==> config.mk <==
export PLATFORM = sky130hd
export DESIGN_NAME = param_updown_counter
export DESIGN_NICKNAME = d
export VERILOG_FILES = /design/src/rtl/param_updown_counter.sv
export SDC_FILE = /design/constraint.sdc
export NUM_CORES = 1
export LEC_CHECK = 0
export ABC_AREA = 1
export ABC_CLOCK_PERIOD_IN_PS = 1300
export BUFFER_PORTS_ARGS = -buffer_cell sky130_fd_sc_hd__buf_2
export CAP_MARGIN = 0
export CORE_MARGIN = 3
export CORE_UTILIZATION = 35
export CTS_CLUSTER_DIAMETER = 100
export CTS_CLUSTER_SIZE = 14
export DETAILED_ROUTE_END_ITERATION = 16
export PLACE_DENSITY_LB_ADDON = 0.3
export SLEW_MARGIN = 40
export SYNTH_ARGS = -nofsm -noshare
export SYNTH_HDL_FRONTEND = slang
export SYNTH_SLANG_ARGS = --single-unit
==> constraint.sdc <==
create_clock -name clk -period 1.3 [get_ports clk]
set_input_delay 0.065 -clock clk [delete_from_list [all_inputs] [get_ports clk]]
set_output_delay 0.065 -clock clk [all_outputs]
set_load 0.02 [all_outputs]
==> src/rtl/param_updown_counter.sv <==
// Parameterised up/down counter with saturate-or-wrap bounds and a wrap pulse.
// Optional reload-on-underflow: define PARAM_UPDOWN_COUNTER_AUTORELOAD_EN.
module param_updown_counter #(
  parameter int WIDTH = 4
) (
  input  logic             clk,
  input  logic             rst,
  input  logic             latch,
  input  logic             inc,
  input  logic             dec,
  input  logic             sat,
  input  logic [WIDTH-1:0] IN,
  output logic [WIDTH-1:0] count,
  output logic             zero_flag,
  output logic             max_flag,
  output logic             wrap_pulse
);

  localparam logic [WIDTH-1:0] MAX  = '1;
  localparam logic [WIDTH-1:0] ZERO = '0;
  localparam logic [WIDTH-1:0] ONE  = WIDTH'(1);

  logic             up;
  logic             dn;
  logic             at_max;
  logic             at_zero;
  logic [WIDTH-1:0] uflow_target;
  logic [WIDTH-1:0] count_nxt;
  logic             wrap_nxt;

  // Simultaneous inc and dec cancel out.
  assign up      = inc & ~dec;
  assign dn      = dec & ~inc;
  assign at_max  = (count == MAX);
  assign at_zero = (count == ZERO);

`ifdef PARAM_UPDOWN_COUNTER_AUTORELOAD_EN
  logic [WIDTH-1:0] reload;

  // Reload value follows every latch so underflow restarts the period.
  always_ff @(posedge clk or posedge rst) begin
    if (rst) begin
      reload <= ZERO;
    end else if (latch) begin
      reload <= IN;
    end
  end

  assign uflow_target = reload;
`else
  assign uflow_target = MAX;
`endif

  // Next-state selection: latch beats counting, counting beats hold.
  always_comb begin
    count_nxt = count;
    wrap_nxt  = 1'b0;
    if (latch) begin
      count_nxt = IN;
    end else if (up) begin
      if (!at_max) begin
        count_nxt = count + ONE;
      end else if (!sat) begin
        count_nxt = ZERO;
        wrap_nxt  = 1'b1;
      end
    end else if (dn) begin
      if (!at_zero) begin
        count_nxt = count - ONE;
      end else if (!sat) begin
        count_nxt = uflow_target;
        wrap_nxt  = 1'b1;
      end
    end
  end

  // Counter and wrap pulse registers; reset clears any pending pulse.
  always_ff @(posedge clk or posedge rst) begin
    if (rst) begin
      count      <= ZERO;
      wrap_pulse <= 1'b0;
    end else begin
      count      <= count_nxt;
      wrap_pulse <= wrap_nxt;
    end
  end

  // Flags look only at the registered count.
  assign zero_flag = at_zero;
  assign max_flag  = at_max;

endmodule

==> impl_metrics.env <==
export IMPL_status="finished with violations"
export IMPL_violations="setup timing"
export IMPL_rows=12
export IMPL_setup_ws_ps=-81.3
export IMPL_final_util=0.681
export IMPL_clk_latency_ps=250
export IMPL_dp_hpwl_mm=1.00
export IMPL_grt_first_pass_wirelength_mm=2.38
export IMPL_max_vdd_ir_drop_v=0.000616
export IMPL_post_synth_top_count_cell="nand2_1"
export IMPL_drt_iter0_drc=7
export IMPL_multi_input_area_um2=389
export IMPL_cts_made_buffers=3
export IMPL_crit_path_max_incr_delay_ps=420
export IMPL_criticalPathCategory="flip-flop to flip-flop"
export IMPL_setup_viol=7
export IMPL_p_leak_nw=0.468
export IMPL_yosys_register_bits=5
export IMPL_firstDrtPassIters=3
export IMPL_hold_path_class="primary input to flip-flop"
export IMPL_portBuffers=16
export IMPL_path_cells="inv_2 > ha_4 > nand2_4 > nor2_4 > buf_6 > nand3_4 > inv_2 > nor2_4 > nand2_1 > o21ai_2"
export IMPL_grt_use_total=0.168
export IMPL_path_clk_slew_ps=40
export IMPL_grt_pass1_vias=582
export IMPL_coreArea_um2=1220
export IMPL_synth_top_area_cell="dfrtp_1"
export IMPL_worst_slew_pin_slew_ps=256
export IMPL_slew_viol_final=0
export IMPL_clock_fmax_mhz=724
export IMPL_avgSynthCellArea_um2=6.21
export IMPL_syn_cell_area_um2=497
export IMPL_grt_ovfl_total=0
export IMPL_netlist_top_cells_count="nand2_1 (28), nand3_1 (11), inv_1 (9), dfrtp_1 (5), nor2_1 (5)"
export IMPL_syn_to_final_growth_pct=66.8
export IMPL_wl_per_cell_um=10.5
export IMPL_ant_nets=0
export IMPL_yosys_warnings=0
export IMPL_cts_tree="done"
export IMPL_required_ps=1440
export IMPL_hold_violations=0
export IMPL_antenna_found_initial=0
export IMPL_die_w_um=43.7
export IMPL_synth_edf_count=0
export IMPL_seq_area_frac_synth=0.252
export IMPL_crit_fanout=4
export IMPL_power_density_nw_per_um2=1150
export IMPL_min_period_ps=1380
export IMPL_initial_utilization=0.408
export IMPL_diodes=0
export IMPL_fin_crit_sh=1.06
export IMPL_viasPerCell=4.68
export IMPL_synth_cells=80
export IMPL_ys_types=18
export IMPL_root_buffer="clkbuf_4"
export IMPL_clock_sinks=5
export IMPL_grt_max_degree=10
export IMPL_start_kind="flip-flop"
export IMPL_ys_top_cells_by_area="dfrtp_1 (25%), nand2_1 (21%), nand3_1 (11%)"
export IMPL_cp_end_kind="flip-flop"
export IMPL_p_total_uw=955
export IMPL_slowest_stage="dfrtp_2"
export IMPL_route_detailed_drc=0
export IMPL_die_height_um=43.7
export IMPL_io_pins=17
export IMPL_fillers=107
export IMPL_ff_latch_area_um2=128
export IMPL_skew_ps=2.84
export IMPL_synth_main_ff_cell="dfrtp_1"
export IMPL_nNetsFinal=129
export IMPL_max_cap_violations=0
export IMPL_worstPathArrival_ps=1520
export IMPL_ff2ff_setup_slack_ps=-80
export IMPL_drt_total_wl_mm=1.37
export IMPL_via_count=608
export IMPL_synthArstFlopShare=1.00
export IMPL_yosys_area_top_type_share=0.252
export IMPL_die_area_um2=1910
export IMPL_ctsLongestPathBuffers=2
export IMPL_rsz0062_at_grt="yes"
export IMPL_layout_drive_gt1_share=0.500
export IMPL_slew_headroom=0.829
export IMPL_place_congestion=0.776
export IMPL_htree_levels=1
export IMPL_synth_nets=92
-- flip-flops by register name (all words and copies together) (netlist names) --
signal / cells
count: 4
wrap_pulse: 1
-- stage by stage --
| stage | TNS [ps] | std cells | area [um^2] | hold slack, ps | worst slack, ps |
|---|---|---|---|---|---|
| after detailed placement | -195 | 119 | 684 | -36.5 | -62.1 |
| after floorplan | -435 | 80 | 519 | -157 | -116 |
| after global placement | -146 | 119 | 684 | -35.5 | -59.7 |
| after CTS | -367 | 129 | 798 | 28.2 | -69.1 |
| after global routing | -979 | 130 | 828 | 26.9 | -175 |
| final | -428 | 130 | 828 | 29.3 | -81.3 |
-- cell type report --
class                           count  share of cell area
Clock buffer                        4              0.0317
Inverter                           12              0.0544
Multi-Input combinational cell     62               0.470
Sequential cell                     5               0.154
Tap cell                           14              0.0211
Timing Repair Buffer               33               0.269
-- logic make-up after synthesis --
| logic type | share of synthesized area |
|---|---|
| buffers and inverters | 0.106 |
| adders and majority gates | 0.0504 |
| DFF | 0.252 |
| and+or+nand+nor | 0.542 |
| AOI/OAI and AO/OA | 0.0504 |
-- power by group --
group / total [mW] / leakage (nW) / internal, mW / switching, mW
Combinational: 0.544 / 0.393 / 0.266 / 0.277
Clock: 0.187 / 0.0150 / 0.116 / 0.0709
Sequential: 0.224 / 0.0597 / 0.186 / 0.0382
Total: 0.955 / 0.468 / 0.569 / 0.386
-- repair_timing --
| action | in CTS | in global routing |
|---|---|---|
| setup endpoints to repair | 6 | 7 |
| cloned | 0 | 0 |
| endpoints found under the hold margin | 6 | 0 |
| buffers inserted | 4 | 1 |
| pin swaps | 6 | 2 |
| gates resized for setup | 8 | 4 |
| hold buffers | 2 | 0 |
-- cells in the final DEF (no fill, tap or decap), drive strengths merged --
master / n
buf: 31
nand2: 29
nand3: 14
inv: 12
nor2: 7
dfrtp: 5
or2: 4
clkbuf: 4
dlygate4sd3: 2
o21ai: 2
ha: 2
a21oi: 1
nand4: 1
a31oi: 1
nor3: 1
-- worst max-delay path, delay by kind of cell (launching register included) --
| family | cells | cell delay [ps] |
|---|---|---|
| compound gates | 1 | 50 |
| fa+ha+maj | 1 | 160 |
| buf+inv | 3 | 290 |
| flops | 1 | 420 |
| simple gates | 5 | 340 |
-- per-layer routing --
metal,routed length [um],GRT usage
met1,603,0.208
met3,78,0.0498
met5,0,0
met4,25,0.0904
met2,660,0.259
-- final timing paths --
check                          from         end  cells past startpoint
max in group asynchronous       rst    count[1]                      3
max                        count[1]    count[1]                     10
max reg2reg                count[1]    count[1]                     10
min                           latch  wrap_pulse                      2
min in group asynchronous       rst    count[3]                      3
min reg2reg                count[0]    count[0]                      2
No activity file was read; power rests on OpenSTA's default activity.
